$ cat config.mk
export PLATFORM = sky130hd
export DESIGN_NAME = processor_pin_sequencer
export DESIGN_NICKNAME = d
export VERILOG_FILES = /design/src/rtl/processor_pin_sequencer.sv
export SDC_FILE = /design/constraint.sdc
export NUM_CORES = 1
export LEC_CHECK = 0
export ABC_CLOCK_PERIOD_IN_PS = 2900
export BUFFER_PORTS_ARGS = -buffer_cell sky130_fd_sc_hd__buf_2
export CAP_MARGIN = 20
export CELL_PAD_IN_SITES_DETAIL_PLACEMENT = 1
export CELL_PAD_IN_SITES_GLOBAL_PLACEMENT = 2
export CORE_MARGIN = 1
export CORE_UTILIZATION = 34
export DETAILED_ROUTE_END_ITERATION = 10
export PLACE_DENSITY = 0.89
export SLEW_MARGIN = 40
export SYNTH_ARGS = -nofsm -noshare
export SYNTH_HDL_FRONTEND = slang
export SYNTH_SLANG_ARGS = --single-unit
$ cat constraint.sdc
create_clock -name clk -period 2.9 [get_ports clk]
set_clock_uncertainty 0.1 [all_clocks]
set_input_delay 0.435 -clock clk [delete_from_list [all_inputs] [get_ports clk]]
set_output_delay 0.435 -clock clk [all_outputs]
set_load 0.02 [all_outputs]
$ cat src/rtl/processor_pin_sequencer.sv
// processor_pin_sequencer
//
// Purpose:
//   Pattern sequencer that owns the output PIO. The CPU loads up to eight
//   patterns and a step period over an Avalon-MM slave port, then sets RUN.
//   The block then issues single-cycle Avalon writes to the PIO data register
//   at the programmed rate, either once through the pattern list or looping.
//
// Ports:
//   clk, reset_n        system clock, asynchronous active-low reset
//   address             CPU slave word address (4 bits)
//   chipselect,write_n  CPU slave select and active-low write strobe
//   writedata           CPU slave write data (32 bits)
//   readdata            CPU slave read data, combinational on address
//   pio_address         PIO s1 address, tied to 0
//   pio_chipselect      PIO s1 chipselect, high for one cycle per step
//   pio_write_n         PIO s1 write strobe, active low
//   pio_writedata       PIO s1 write data, pattern zero-extended to 32 bits
//   irq                 DONE & IRQ_EN
//
// Register map:
//   0 CTRL    [0] RUN, [1] LOOP, [2] IRQ_EN, [6:4] LEN (steps = LEN+1)
//   1 PERIOD  cycles between PIO writes (0 and 1 behave as 2)
//   2 STATUS  [0] BUSY, [1] DONE (write 1 to clear), [4:2] STEP
//   8..15     PAT[0..7]
module processor_pin_sequencer #(
  parameter int PIO_WIDTH = 3,
  parameter int DIV_WIDTH = 16
) (
  input  logic        clk,
  input  logic        reset_n,
  input  logic [3:0]  address,
  input  logic        chipselect,
  input  logic        write_n,
  input  logic [31:0] writedata,
  output logic [31:0] readdata,
  output logic [1:0]  pio_address,
  output logic        pio_chipselect,
  output logic        pio_write_n,
  output logic [31:0] pio_writedata,
  output logic        irq
);

  localparam int PAT_PAD = 32 - PIO_WIDTH;
  localparam int PER_PAD = 32 - DIV_WIDTH;

  typedef enum logic [1:0] {
    IDLE,
    WRITE,
    WAIT
  } state_t;

  state_t               state;
  logic                 run;
  logic                 loop;
  logic                 irq_en;
  logic [2:0]           len_reg;
  logic [2:0]           len_q;
  logic [DIV_WIDTH-1:0] period;
  logic [DIV_WIDTH-1:0] cnt;
  logic                 done;
  logic [2:0]           step;
  logic [PIO_WIDTH-1:0] pat [8];

  logic cpu_wr;
  logic ctrl_wr;
  logic period_wr;
  logic status_wr;
  logic pat_wr;
  logic start;
  logic abort;
  logic busy;

  // Upper write-data bits have no register behind them.
  logic unused_writedata;

  assign cpu_wr    = chipselect & ~write_n;
  assign ctrl_wr   = cpu_wr && (address == 4'd0);
  assign period_wr = cpu_wr && (address == 4'd1);
  assign status_wr = cpu_wr && (address == 4'd2);
  assign pat_wr    = cpu_wr && address[3];
  assign start     = ctrl_wr & writedata[0];
  assign abort     = ctrl_wr & ~writedata[0];
  assign busy      = (state != IDLE);

  assign unused_writedata = &{1'b0, writedata[31:DIV_WIDTH]};

  assign pio_address = 2'b00;
  assign irq         = done & irq_en;

  // CPU read mux; zero-wait so it is purely combinational on address.
  always_comb begin
    readdata = '0;
    case (address)
      4'd0: readdata = {25'b0, len_reg, 1'b0, irq_en, loop, run};
      4'd1: readdata = {{PER_PAD{1'b0}}, period};
      4'd2: readdata = {27'b0, step, done, busy};
      default: begin
        if (address[3]) begin
          readdata = {{PAT_PAD{1'b0}}, pat[address[2:0]]};
        end
      end
    endcase
  end

  // Register file and sequencing FSM. Register writes come first so that
  // the FSM's own updates (completion clearing RUN, setting DONE) override
  // a CPU write landing in the same cycle.
  always_ff @(posedge clk or negedge reset_n) begin
    if (!reset_n) begin
      state          <= IDLE;
      run            <= 1'b0;
      loop           <= 1'b0;
      irq_en         <= 1'b0;
      len_reg        <= '0;
      len_q          <= '0;
      period         <= '0;
      cnt            <= '0;
      done           <= 1'b0;
      step           <= '0;
      pio_chipselect <= 1'b0;
      pio_write_n    <= 1'b1;
      pio_writedata  <= '0;
      for (int i = 0; i < 8; i++) begin
        pat[i] <= '0;
      end
    end else begin
      if (ctrl_wr) begin
        run     <= writedata[0];
        loop    <= writedata[1];
        irq_en  <= writedata[2];
        len_reg <= writedata[6:4];
      end
      if (period_wr) begin
        period <= writedata[DIV_WIDTH-1:0];
      end
      if (status_wr && writedata[1]) begin
        done <= 1'b0;
      end
      if (pat_wr) begin
        pat[address[2:0]] <= writedata[PIO_WIDTH-1:0];
      end

      case (state)
        IDLE: begin
          if (start) begin
            len_q          <= writedata[6:4];
            step           <= '0;
            pio_chipselect <= 1'b1;
            pio_write_n    <= 1'b0;
            pio_writedata  <= {{PAT_PAD{1'b0}}, pat[0]};
            state          <= WRITE;
          end
        end

        WRITE: begin
          // The strobe is only ever one cycle wide. Counting down from
          // PERIOD-2 in WAIT gives max(PERIOD,2) cycles between strobes.
          pio_chipselect <= 1'b0;
          pio_write_n    <= 1'b1;
          cnt            <= (period < DIV_WIDTH'(2)) ? '0 : period - DIV_WIDTH'(2);
          state          <= abort ? IDLE : WAIT;
        end

        WAIT: begin
          if (abort) begin
            state <= IDLE;
          end else if (cnt != '0) begin
            cnt <= cnt - DIV_WIDTH'(1);
          end else if (step < len_q) begin
            step           <= step + 3'd1;
            pio_chipselect <= 1'b1;
            pio_write_n    <= 1'b0;
            pio_writedata  <= {{PAT_PAD{1'b0}}, pat[step + 3'd1]};
            state          <= WRITE;
          end else if (loop) begin
            step           <= '0;
            pio_chipselect <= 1'b1;
            pio_write_n    <= 1'b0;
            pio_writedata  <= {{PAT_PAD{1'b0}}, pat[0]};
            state          <= WRITE;
          end else begin
            run   <= 1'b0;
            done  <= 1'b1;
            state <= IDLE;
          end
        end

        default: state <= IDLE;
      endcase
    end
  end

endmodule
-- After elaboration in Yosys (flattened, before gate mapping)
Cells that the tools add are included.
- magnitude comparators: 5
- equal/unequal tests: 10
- add/subtract/negate cells: 3
- reduce and logical (&&, ||, !) cells: 18
- bitwise operators: 8
- mux-type cells: 58
- operator list (cell ; count):
    $mux 32 ; 5
    $pmux 32 s2 ; 1
    $mux 16 ; 3
    $pmux 16 s3 ; 1
    $mux 3 ; 11
    $pmux 16 s2 ; 1
    $bwmux 24 ; 1
    $mux 1 ; 24
    $bmux 3 s3 ; 2
    $lt 16x2->1 const B ; 1
    $reduce_bool 16->1 ; 1
    $sub 16x1->16 const B ; 1
    $sub 16x2->16 const B ; 1
    $reduce_and 5->1 ; 2
    $demux 3 s3 ; 1
    $ge 4x4->1 const B ; 2
    $mux 2 ; 4
    $ne 2x2->1 const B ; 4
    $not 3->4 ; 2
    $logic_and 1x1->1 ; 6
    $ne 3x3->1 const B ; 2
    $pmux 1 s3 ; 2
    $pmux 2 s3 ; 1
    $pmux 3 s2 ; 1
    other kinds (15) ; 22
- register bits after elaboration: 105
- input bits: 40
- logic and storage cells: 123

-- Depth between registers and ports, before layout
Gate-level depths: netlist of run 1.
- word-level depth: 10
- gate-level depth with buffers: 7

-- Least setup slack after synthesis of run 1
No wires, ideal clock.
- kind: input to output
- from: input address[2]
- to: output readdata[0]
- cell stages on the path: 6
- arrival: 1942 ps
- required time: 2365 ps
- slack: 423 ps
- cells stage by stage: buf_6 -> clkbuf_1 -> mux4_2 -> mux2_2 -> nand2_1 -> nand4_1
- longest elaborated chain between the ends: 6
- elaborated cells between the ends (all ways): 9
- classes of those cells: 2 x eq/ne; 5 x mux; 1 x bitwise; 1 x reduce/logical
- RTL lines (item ; line ; RTL):
    from (decl) ; 32 ; input logic [3:0] address,
    $not 3->4 (not written as such) ; 100 ; readdata = {{PAT_PAD{1'b0}}, pat[address[2:0]]};
    $bmux 3 s3 ; 100 ;
    $mux 3 (not written as such) (2 in series) ; 100 ;
    $mux 3 ; 99 ; if (address[3]) begin
    $pmux 16 s3 (*) ; 94 ; case (address)
    to (decl) ; 36 ; output logic [31:0] readdata,
Mark *: on every way between the ends. The rest lies on a longest branch, timed or not. The select of a mux whose other input is x is not followed.

-- Final worst setup path of run 1
Ends and elaborated chain as after synthesis.

==> impl_results.md, run 1 <==
- Slowest cell on the critical path: sky130_fd_sc_hd__mux4_2
- Clock sink count: 76
- List of cells traversed by the critical path: buf_2 > mux4_2 > mux2_2 > nand2_1 > nand4_1 > buf_2
- Number of cells produced by synthesis: 463
- Max FFs per register: 24
- Most common cell after layout, fill and taps aside: sky130_fd_sc_hd__dfrtp_1
- Type of destination of the critical path: output pin
- Initial Utilization: 34.92%
- Pwr Density: 864.6 nW/um^2
- Reg2reg end: cnt[1]
- Slew Limit Fails: 0
- Clock insertion delay at the later pin of the skew report: 0.34 ns
- Worst-case vdd ir drop: 0.0003579 V
- Clock-pin slew of the registers on the worst-case setup and hold paths: 0.07 ns
- Cell family with most CP delay: multiplexers
- Wire length per cell: ~19 um
- Warning count from the yosys run: 0
- IO Pins: 109
- Count of buffers from port buffering: 45
- Core Rows: 43
- Core region area: 13880 um^2
- Top library cells by usage in the layout, fill and taps aside: sky130_fd_sc_hd__dfrtp_1 (75), sky130_fd_sc_hd__mux2_2 (53), sky130_fd_sc_hd__conb_1 (47), sky130_fd_sc_hd__buf_2 (45), sky130_fd_sc_hd__nand2_1 (33)
- Proportion of register bits with asynchronous set or reset after synthesis: 100.0%
- Width of the chip: 121.4 um
- Required @ worst endpoint: 2.37 ns
- Least-Margin Pin Slew: 0.7723 ns
- Detailed-route DRC error count: 0
- Post CTS Setup Buffer Count: 0
- Crit path launch type: input port
- Library cells used by synthesis: 63
- Slowest Stage Delay on Critical Path: 0.55 ns
- Antenna fix cells: 0
- RSZ-0062 raised after global routing: no
- Final number of setup-violating endpoints: 0
- Logic pwr share: 39.8%
- Number of placed cells counting well taps: 678
- Register with the most flip-flops: pat
- #FFs+latches synth: 76
- Fill cell count: roughly 1600
- Total power after layout: 4703 uW
- Number of buffers between clock root and the deepest sink: 2
- Portion of the post-synthesis area used by sequential elements: 39.26%
- Min cycle time layout: between 2 and 3 ns
- Count of endpoints failing hold in the final timing report: 0
- Number of vias in the routed layout: 3739
- Buffering stage count on the worst path with inverters included: 2
- Fmax: slightly below 0.4 GHz
- Layer with the highest usage after global routing: met2
- Launching point of the worst reg2reg path: period[8]
- Total GRT Usage: between 10% and 20%
- Fin Setup TNS: 0 ns
- Cell internal power dissipation: roughly 2900 uW
- Number of buffers inserted during clock tree synthesis: 9
- Post-DP HPWL: 9583 um
- Relative area change from synthesis to final layout: 12.24%
- GRT overflow: 0
- Max-cap violations: 0
- Number of antenna violations at the first check in global routing: 0
- Largest registers: pat x24, cnt x16, period x16
- Synth top area share: between 30 and 40%
- Clock tree from TritonCTS: built
- R2R depth: 5
- Pleak: 0.002424 uW
- Total number of nets in the final design: 556
- Run status: completed
- Worst slew margin relative to its limit: about half
- Number of DRC violations after detailed-routing iteration 0: 226
- R2R Setup Slk: 0.43 ns
- Switching power as a share of total power: 39.27%
- Clock H-tree levels: 3
- Average instance area after synthesis: 10.47 um^2
- EDFF count, synth: 0
- Final std cells w/o fill: between 600 and 700
- Cell repeated most along the worst path: sky130_fd_sc_hd__buf_2
- Hold/Removal Path Class: in2async
- Final wirelength: 12970 um
- Combined area of the multi-input logic cells: roughly 2600 um^2
- Post-cts sizing count: 0
- Storage element area: 1903 um^2
- Maximum number of pins on one net before global-route repair: 77
- # hold bufs at CTS: 0
- Most area-consuming cells after synthesis: sky130_fd_sc_hd__dfrtp_1 (39%), sky130_fd_sc_hd__mux2_2 (12%), sky130_fd_sc_hd__buf_4 (7.3%)
- Weighted congestion at the end of routability-driven global placement: 0.8586
- Yosys top cell by area: sky130_fd_sc_hd__dfrtp_1
- Met2 usage: 29.47%
- Mean number of vias per cell: ~5.4
- Fraction of layout instances using a drive strength above 1: 30.49%
- Routing usage on met1: about a quarter
- Part of the total power dissipated in sequential elements: a little over a third
- Worst slack on hold paths: 0.04155 ns
- Worst EP arrival: 1.98 ns
- Pre-Repair DR Iteration Count: 4
- Type of the worst setup path: in2out
- Root buffer selected by CTS: sky130_fd_sc_hd__clkbuf_16
- Number of global-route vias before repair: 3801
- Met3 track utilization from global routing: 3.336%
- Part of the total power dissipated in the clock network: 24.9%
- Chip Height: between 100 and 150 um
- Final Cycle Share: between 80 and 90%
- Post-detailed-route count of antenna-violating nets: 0
- Switching power of the nets: about 1800 uW
- Die footprint: 14740 um^2
- Most frequently used flop master after synthesis: sky130_fd_sc_hd__dfrtp_1
- Peak fanout along the critical path: 15
- Wire length of the first global-routing pass: 20980 um
- Post-synth design cell area: just under 5000 um^2
layout make-up:
| type | instances | area share (%) |
|---|---|---|
| Multi-Input combinational cell | 354 | 48.48 |
| Sequential cell | 76 | 34.98 |
| Timing Repair Buffer | 58 | 6.003 |
| Clock buffer | 9 | 4.140 |
| Tap cell | 180 | 4.140 |
| Clock inverter | 7 | 1.495 |
| Inverter | 11 | 0.7590 |
metrics by stage:
step / area, um^2 / utilization [%] / worst slack, ns
4_1_cts: 5426 / 39.09 / 0.3713
2_1_floorplan: 5020 / - / 0.4233
5_1_grt: 5440 / 39.19 / 0.2802
3_3_place_gp: 5116 / 36.86 / 0.3726
3_5_place_dp: 5120 / 36.88 / 0.3365
6_report: 5440 / 39.19 / 0.3823
cells in the mapped netlist (all sizes together) (4+ instances only):
master / count
a21oi: 18
a22o: 10
a31oi: 4
and2: 10
buf: 56
clkbuf: 12
dfrtp: 75
ha: 6
inv: 11
mux2: 58
mux2i: 5
mux4: 11
nand2: 35
nand2b: 5
nand3: 10
nand4: 6
nor2: 23
nor2b: 6
nor3: 11
nor3b: 5
nor4: 9
o21ai: 14
o22ai: 10
or3: 4
xnor2: 7
xor2: 5
power by group through the flow:
stage	registers [uW]	clock network [uW]	logic, uW
floorplan	1600	0	1400
global placement	1640	0	1790
detailed placement	1670	0	1860
CTS	1650	1200	1870
global route	1700	1240	2040
finish	1660	1170	1870
worst max-delay path by stage:
stage	startpoint	endpoint	slack (ns)	depth (start not counted)
2_1_floorplan	address[2]	readdata[0]	0.42	6
3_3_place_gp	address[2]	readdata[0]	0.37	6
3_5_place_dp	address[2]	cnt[8]	0.34	7
4_1_cts	address[2]	readdata[0]	0.37	6
5_1_grt	address[2]	readdata[0]	0.28	6
6_report	address[2]	readdata[0]	0.38	6
cells by family (layout without fill, tap and decap cells):
logic type                 Yosys count  after routing  share of synthesized area, %
DFF                                 76             76                         39.26
AOI/OAI and AO/OA                   79             79                         11.31
buffers and inverters               79             85                         10.07
xor gates and xnor gates            12             12                         2.168
adders and majority gates            6              6                         1.549
and+or+nand+nor                    136            136                         15.57
muxes                               74             74                         20.01
other                                1             47                       0.07737
metal layers:
metal / routed length, um / vias to the layer above
li1: - / 1704
met1: 5906 / 1903
met2: 6203 / 119
met3: 622 / 13
met4: 238 / 0
met5: 0 / -
No activity file was read; power rests on OpenSTA's default activity.
==> run 2: changes to the inputs <==
--- a/config.mk
+++ b/config.mk
@@ -13,6 +13,7 @@
 export CORE_MARGIN = 1
 export CORE_UTILIZATION = 34
 export DETAILED_ROUTE_END_ITERATION = 10
+export MAX_ROUTING_LAYER = met4
 export PLACE_DENSITY = 0.89
 export SLEW_MARGIN = 40
 export SYNTH_ARGS = -nofsm -noshare
==> run 2 against run 1 <==
Net effect:
- cell area increased by 0.69%
- sequential share of layout area decreased by 0.24 points
- global-route usage increased by 0.55 points
- critical path type unchanged
==> impl_results.md, run 2 (synthesis gave the netlist of run 1 again) <==
- Min cycle time layout: 2.527 ns (+0.008849 ns)
- Count of buffers from port buffering: 45 (unchanged)
- Fraction of layout instances using a drive strength above 1: 30.56% (+0.075 points)
- Number of global-route vias before repair: 3804 (+0.079%)
- Clock H-tree levels: 3 (unchanged)
- Root buffer selected by CTS: sky130_fd_sc_hd__clkbuf_16
- Type of destination of the critical path: output pin
- Part of the total power dissipated in the clock network: 24.9% (about the same)
- Fill cell count: 1606 (-0.062%)
- Wire length per cell: 18.69 um (+0.17%)
- Number of buffers inserted during clock tree synthesis: 9 (unchanged)
- Detailed-route DRC error count: 0 (unchanged)
- Width of the chip: 121.4 um (unchanged)
- Combined area of the multi-input logic cells: 2638 um^2 (unchanged)
- Area post-placement: 5120 um^2 (unchanged)
- Initial Utilization: 34.92% (unchanged)
- Switching power as a share of total power: 39.31% (about the same)
- Pleak: 0.002441 uW (+0.70%)
- Hold/Removal Path Class: in2reg
- Final Cycle Share: 87.12% (+0.31 points)
- Number of placed cells counting well taps: 678 (unchanged)
- Start point of the critical path: address[2]
- Final wirelength: 13030 um (+0.45%)
- Launching point of the worst reg2reg path: period[9]
- GRT overflow: 0 (unchanged)
- Pre-Repair DR Iteration Count: 4 (unchanged)
- Switching power of the nets: 1853 uW (+0.33%)
- Die footprint: 14740 um^2 (unchanged)
- Peak fanout along the critical path: 15 (unchanged)
- Total number of nets in the final design: 558 (+0.36%)
- Pwr Density: 860.7 nW/um^2 (-0.45%)
- Fmax: 0.3958 GHz (-0.35%)
- Count of endpoints failing hold in the final timing report: 0 (unchanged)
- Clock tree from TritonCTS: built
- Max FFs per register: 24 (unchanged)
- Post-DP HPWL: 9583 um (unchanged)
- Number of buffers between clock root and the deepest sink: 2 (unchanged)
- Most common cell after layout, fill and taps aside: sky130_fd_sc_hd__dfrtp_1
- Least-Margin Pin Slew: 0.7624 ns (-0.009930 ns)
- Max-cap violations: 0 (unchanged)
- Storage element area: 1903 um^2 (unchanged)
- Cell internal power dissipation: 2862 uW (+0.18%)
- Clock-pin slew of the registers on the worst-case setup and hold paths: 0.06 ns (about the same)
- Wire length of the first global-routing pass: 20980 um (unchanged)
- Post-detailed-route count of antenna-violating nets: 0 (unchanged)
- Maximum number of pins on one net before global-route repair: 77 (unchanged)
- Register with the most flip-flops: pat
- Worst slack on hold paths: 0.2316 ns (+0.1901 ns)
- Worst slew margin relative to its limit: 49.07% (+0.66 points)
- Largest registers: pat x24, cnt x16, period x16
- Logic pwr share: 39.9% (about the same)
- Number of antenna violations at the first check in global routing: 0 (unchanged)
- Launch point of the worst hold path: writedata[13]
- Run status: completed
- Final Instance Area: 5478 um^2 (+0.69%)
- Core region area: 13880 um^2 (unchanged)
- Clock sink count: 76 (unchanged)
- Number of vias in the routed layout: 3773 (+0.91%)
- Weighted congestion at the end of routability-driven global placement: 0.8723 (+1.6%)
- Clock insertion delay at the later pin of the skew report: 0.34 ns (about the same)
- Number of DRC violations after detailed-routing iteration 0: 203 (-10%)
- Slew Limit Fails: 0 (unchanged)
- Required @ worst endpoint: 2.37 ns (about the same)
- Total power after layout: 4715 uW (+0.24%)
- RSZ-0062 raised after global routing: no
- Post-cts sizing count: 0 (unchanged)
- Relative area change from synthesis to final layout: 13.01%
- Post CTS Setup Buffer Count: 0 (unchanged)
- Antenna fix cells: 0 (unchanged)
- Worst EP arrival: 1.99 ns (about the same)
- Mean number of vias per cell: 5.413 (+0.62%)
- Final number of setup-violating endpoints: 0 (unchanged)
- Top library cells by usage in the layout, fill and taps aside: sky130_fd_sc_hd__dfrtp_1 (75), sky130_fd_sc_hd__mux2_2 (53), sky130_fd_sc_hd__conb_1 (47), sky130_fd_sc_hd__buf_2 (45), sky130_fd_sc_hd__nand2_1 (33)
- Part of the total power dissipated in sequential elements: 35.2% (about the same)
- Core Rows: 43 (unchanged)
- Total GRT Usage: 19.13% (+0.55 points)
- Crit path launch type: input port
- Final std cells w/o fill: 697 (+0.29%)
- IO Pins: 109 (unchanged)
- Fin Setup TNS: 0 ns (unchanged)
- Worst-case vdd ir drop: 0.0003563 V (-0.46%)
- Type of the worst setup path: in2out
- Chip Height: 121.4 um (unchanged)
run 2: timing repair:
| item | in CTS | in global routing |
|---|---|---|
| hold buffers | 0 | 1 |
| hold endpoints to repair | 0 | 27 |
| endpoints found under the setup margin | 0 | 0 |
run 2: per-stage QoR:
stage,utilization [%],setup slack [ns]
final,39.46,0.3735
after detailed placement,36.88,0.3365
after global placement,36.86,0.3726
after floorplan,-,0.4233
after CTS,39.09,0.3713
after global routing,39.46,0.2801
run 2: worst paths after layout:
path | depth (start not counted) | slack, ns | end
min in group asynchronous | 2 | 0.44 | pat[13]
worst max-delay path | 6 | 0.37 | readdata[0]
max in group asynchronous | 3 | 1.71 | cnt[14]
worst min register to register | 1 | 0.39 | pio_chipselect
worst min-delay path | 2 | 0.23 | period[13]
worst max register to register | 5 | 0.41 | cnt[1]
run 2: layout make-up:
type	count	area share, %
clock buffers	9	4.111
multi-input cells	354	48.15
flip-flops and latches	76	34.74
inverters	11	0.7538
well taps	180	4.111
repair buffers	60	6.647
clock inverters	7	1.485
run 2: power by group through the flow:
stage	logic [uW]	registers, uW	clock network [uW]
floorplan	1400	1600	0
global placement	1790	1640	0
detailed placement	1860	1670	0
CTS	1870	1650	1200
global route	2050	1700	1240
finish	1880	1660	1170
run 2: metal layers:
layer | GRT usage, % | routed length (um) | share of wire [%]
met2 | 29.40 | 6253 | 48
met3 | 3.242 | 594 | 4.6
met5 | - | 0 | 0
met4 | 5.864 | 214 | 1.6
met1 | 25.72 | 5965 | 46
run 2: worst max-delay path: stages:
cell	delay [ns]
sky130_fd_sc_hd__buf_2	0.31
sky130_fd_sc_hd__mux4_2	0.55
sky130_fd_sc_hd__mux2_2	0.28
sky130_fd_sc_hd__nand2_1	0.07
sky130_fd_sc_hd__nand4_1	0.14
sky130_fd_sc_hd__buf_2	0.20
==> run 3: changes to the inputs <==
--- a/config.mk
+++ b/config.mk
@@ -5,16 +5,19 @@
 export SDC_FILE = /design/constraint.sdc
 export NUM_CORES = 1
 export LEC_CHECK = 0
+export ABC_AREA = 1
 export ABC_CLOCK_PERIOD_IN_PS = 2900
 export BUFFER_PORTS_ARGS = -buffer_cell sky130_fd_sc_hd__buf_2
 export CAP_MARGIN = 20
 export CELL_PAD_IN_SITES_DETAIL_PLACEMENT = 1
 export CELL_PAD_IN_SITES_GLOBAL_PLACEMENT = 2
 export CORE_MARGIN = 1
-export CORE_UTILIZATION = 34
+export CORE_UTILIZATION = 30
+export CTS_BUF_LIST = sky130_fd_sc_hd__clkbuf_8 sky130_fd_sc_hd__clkbuf_16
 export DETAILED_ROUTE_END_ITERATION = 10
+export GPL_TIMING_DRIVEN = 0
 export MAX_ROUTING_LAYER = met4
-export PLACE_DENSITY = 0.89
+export PLACE_DENSITY = 0.9
 export SLEW_MARGIN = 40
 export SYNTH_ARGS = -nofsm -noshare
 export SYNTH_HDL_FRONTEND = slang
==> run 3 against run 2 <==
Net effect:
- setup slack better by 0.081 ns
- sequential share of layout area shrank 3.5 points
- die area up 19%
- utilization is 2.7 points lower
- hold slack improved by 0.011 ns
- non-clock buffer count rose by 48
- cell area grew 11%
- global-route usage about the same
- via count is 31% higher
- largest power group unchanged
==> impl_results.md, run 3 <==
- Post-detailed-route count of antenna-violating nets: 0 (unchanged)
- Maximum number of pins on one net before global-route repair: 51 (-34%)
- Launch point of the worst hold path: writedata[11]
- #FFs+latches synth: 76 (unchanged)
- Post-synth design cell area: 5107 um^2 (+5.4%)
- Clock insertion delay at the later pin of the skew report: 0.35 ns (about the same)
- Peak fanout along the critical path: 10 (-5)
- Clock H-tree levels: 3 (unchanged)
- Antenna fix cells: 0 (unchanged)
- Clock sink count: 76 (unchanged)
- Root buffer selected by CTS: sky130_fd_sc_hd__clkbuf_16
- R2R depth: 10 (+5)
- Most area-consuming cells after synthesis: sky130_fd_sc_hd__dfrtp_1 (37%), sky130_fd_sc_hd__nand2_1 (19%), sky130_fd_sc_hd__buf_4 (7.3%)
- Warning count from the yosys run: 0 (unchanged)
- Number of placed cells counting well taps: 1065 (+57%)
- Total number of nets in the final design: 903 (+62%)
- Crit path launch type: input port
- Average instance area after synthesis: 6.783 um^2 (-35%)
- Max FFs per register: 24 (unchanged)
- Count of buffers from port buffering: 45 (unchanged)
- Chip Height: 132.5 um (+9.1%)
- Core region area: 16580 um^2 (+19%)
- Top library cells by usage in the layout, fill and taps aside: sky130_fd_sc_hd__nand2_1 (252), sky130_fd_sc_hd__nor2_1 (94), sky130_fd_sc_hd__inv_1 (82), sky130_fd_sc_hd__dfrtp_1 (75), sky130_fd_sc_hd__o21ai_0 (60)
- Type of the worst setup path: in2out
- Mean number of vias per cell: 4.567 (-16%)
- GRT overflow: 0 (unchanged)
- Hold path depth: 3 (+1)
- Relative area change from synthesis to final layout: 19.23%
- Worst EP arrival: 1.91 ns (-0.08 ns)
- Library cells used by synthesis: 33 (-48%)
- Weighted congestion at the end of routability-driven global placement: 0.8708 (-0.17%)
- IO Pins: 109 (unchanged)
- Pwr Density: 771.0 nW/um^2 (-10%)
- Post CTS Setup Buffer Count: 0 (unchanged)
- Fin Setup TNS: 0 ns (unchanged)
- Start point of the critical path: address[0]
- RSZ-0062 raised after global routing: no
- Initial Utilization: 30.80% (-4.1 points)
- Wire length per cell: 14.33 um (-23%)
- Post-cts sizing count: 0 (unchanged)
- EDFF count, synth: 0 (unchanged)
- Wire length of the first global-routing pass: 25540 um (+22%)
- Final wirelength: 15510 um (+19%)
- Final Instance Area: 6090 um^2 (+11%)
- Yosys top cell by area: sky130_fd_sc_hd__dfrtp_1
- Most repeated cell in the gate-level netlist after synthesis: sky130_fd_sc_hd__nand2_1
- Most frequently used flop master after synthesis: sky130_fd_sc_hd__dfrtp_1
- Run status: completed
- Final Cycle Share: 84.33% (-2.8 points)
- Synth top area share: 36.75% (-2.0 points)
- Type of destination of the critical path: output pin
- Die footprint: 17550 um^2 (+19%)
- Largest registers: pat x24, cnt x16, period x16
- Number of DRC violations after detailed-routing iteration 0: 255 (+26%)
- Most common cell after layout, fill and taps aside: sky130_fd_sc_hd__nand2_1
- Number of buffers inserted during clock tree synthesis: 9 (unchanged)
- Max-cap violations: 0 (unchanged)
- Proportion of register bits with asynchronous set or reset after synthesis: 100.0% (unchanged)
- Core Rows: 47 (+9.3%)
- Number of buffers between clock root and the deepest sink: 2 (unchanged)
- Worst slew margin relative to its limit: 65.98% (+17 points)
- Area post-placement: 5814 um^2 (+14%)
- Post-DP HPWL: 11930 um (+24%)
- Final number of setup-violating endpoints: 0 (unchanged)
- Pleak: 0.003287 uW (+35%)
- Detailed-route DRC error count: 0 (unchanged)
- Required @ worst endpoint: 2.37 ns (about the same)
- Register with the most flip-flops: pat
- Number of cells produced by synthesis: 753 (+63%)
- Clock-pin slew of the registers on the worst-case setup and hold paths: 0.06 ns (about the same)
- Number of vias in the routed layout: 4941 (+31%)
- Total GRT Usage: 19.14% (about the same)
- Number of global-route vias before repair: 4981 (+31%)
- Worst-case vdd ir drop: 0.0003819 V (+7.2%)
- Slew Limit Fails: 0 (unchanged)
- # hold bufs at CTS: 1 (+1)
- Fraction of layout instances using a drive strength above 1: 17.05% (-14 points)
- Final std cells w/o fill: 1082 (+55%)
- Number of antenna violations at the first check in global routing: 0 (unchanged)
- Fmax: 0.4089 GHz (+3.3%)
- Clock tree from TritonCTS: built
- Least-Margin Pin Slew: 0.5084 ns (-0.2540 ns)
- Count of endpoints failing hold in the final timing report: 0 (unchanged)
- Hold/Removal Path Class: in2reg
- Portion of the post-synthesis area used by sequential elements: 37.26% (-2.0 points)
- Min cycle time layout: 2.446 ns (-0.08098 ns)
- Pre-Repair DR Iteration Count: 4 (unchanged)
- Width of the chip: 132.5 um (+9.1%)
- Synth cell count leaders: sky130_fd_sc_hd__nand2_1 (252), sky130_fd_sc_hd__nor2_1 (94), sky130_fd_sc_hd__inv_1 (79)
- Launching point of the worst reg2reg path: step[0]
-- run 3: through the flow --
stage / util (%) / setup WS [ns] / hold slack (ns) / power, uW
global placement: 34.86 / 0.4947 / 0.3650 / 3644
floorplan: - / 0.8291 / 0.03941 / 3060
detailed placement: 35.06 / 0.5001 / 0.2296 / 3696
finish: 36.72 / 0.4544 / 0.2424 / 4695
CTS: 36.72 / 0.5009 / 0.2323 / 4766
global route: 36.72 / 0.3354 / 0.2375 / 5114
-- run 3: path summary, 6_finish.rpt --
kind / to / slack (ns)
setup / recovery: readdata[1] / 0.45
setup reg to reg: pio_writedata[0] / 0.86
max in group asynchronous: pio_write_n / 1.68
hold reg to reg: pio_write_n / 0.39
hold / removal: period[11] / 0.24
min in group asynchronous: period[7] / 0.43
-- run 3: metal layers --
| layer | share of wire (%) | vias to the layer above | track usage [%] | wire length, um |
|---|---|---|---|---|
| met5 | 0 | - | - | 0 |
| met4 | 1.5 | 0 | 4.470 | 231 |
| met3 | 3.6 | 17 | 3.946 | 551 |
| met2 | 50 | 86 | 32.49 | 7748 |
| met1 | 45 | 2363 | 23.23 | 6980 |
| li1 | - | 2475 | - | - |
-- run 3: worst max-delay path: stages --
cell                      delay (ns)
sky130_fd_sc_hd__buf_2          0.09
sky130_fd_sc_hd__buf_4          0.18
sky130_fd_sc_hd__inv_2          0.12
sky130_fd_sc_hd__nand3_1        0.19
sky130_fd_sc_hd__inv_1          0.08
sky130_fd_sc_hd__nand2_1        0.15
sky130_fd_sc_hd__inv_1          0.10
sky130_fd_sc_hd__a21oi_1        0.29
sky130_fd_sc_hd__nand2_1        0.11
sky130_fd_sc_hd__buf_2          0.17
-- run 3: area by class of cell --
type / count / area, um^2
multi-input combinational: 577 / 2621
timing repair buffer: 47 / 269.0
fill: 2174 / 10490
sequential: 76 / 1903
inverter: 85 / 319.1
clock buffer: 10 / 239.0
tap: 220 / 275.3
buffer: 61 / 436.7
clock inverter: 6 / 26.28
-- run 3: cell families after synthesis --
group,Yosys count,share of synthesized area [%]
buf+inv,146,14.80
flops,76,37.26
compound gates,103,10.49
simple gates,413,34.54
fa+ha+maj,6,1.470
other cells,1,0.07342
xor+xnor,8,1.372
-- run 3: power by group --
group          switching, uW  leakage [uW]  internal (uW)
Sequential               264      0.000914           1370
Combinational           1370       0.00223            655
Clock                    450      0.000146            589
Total                   2080       0.00329           2610
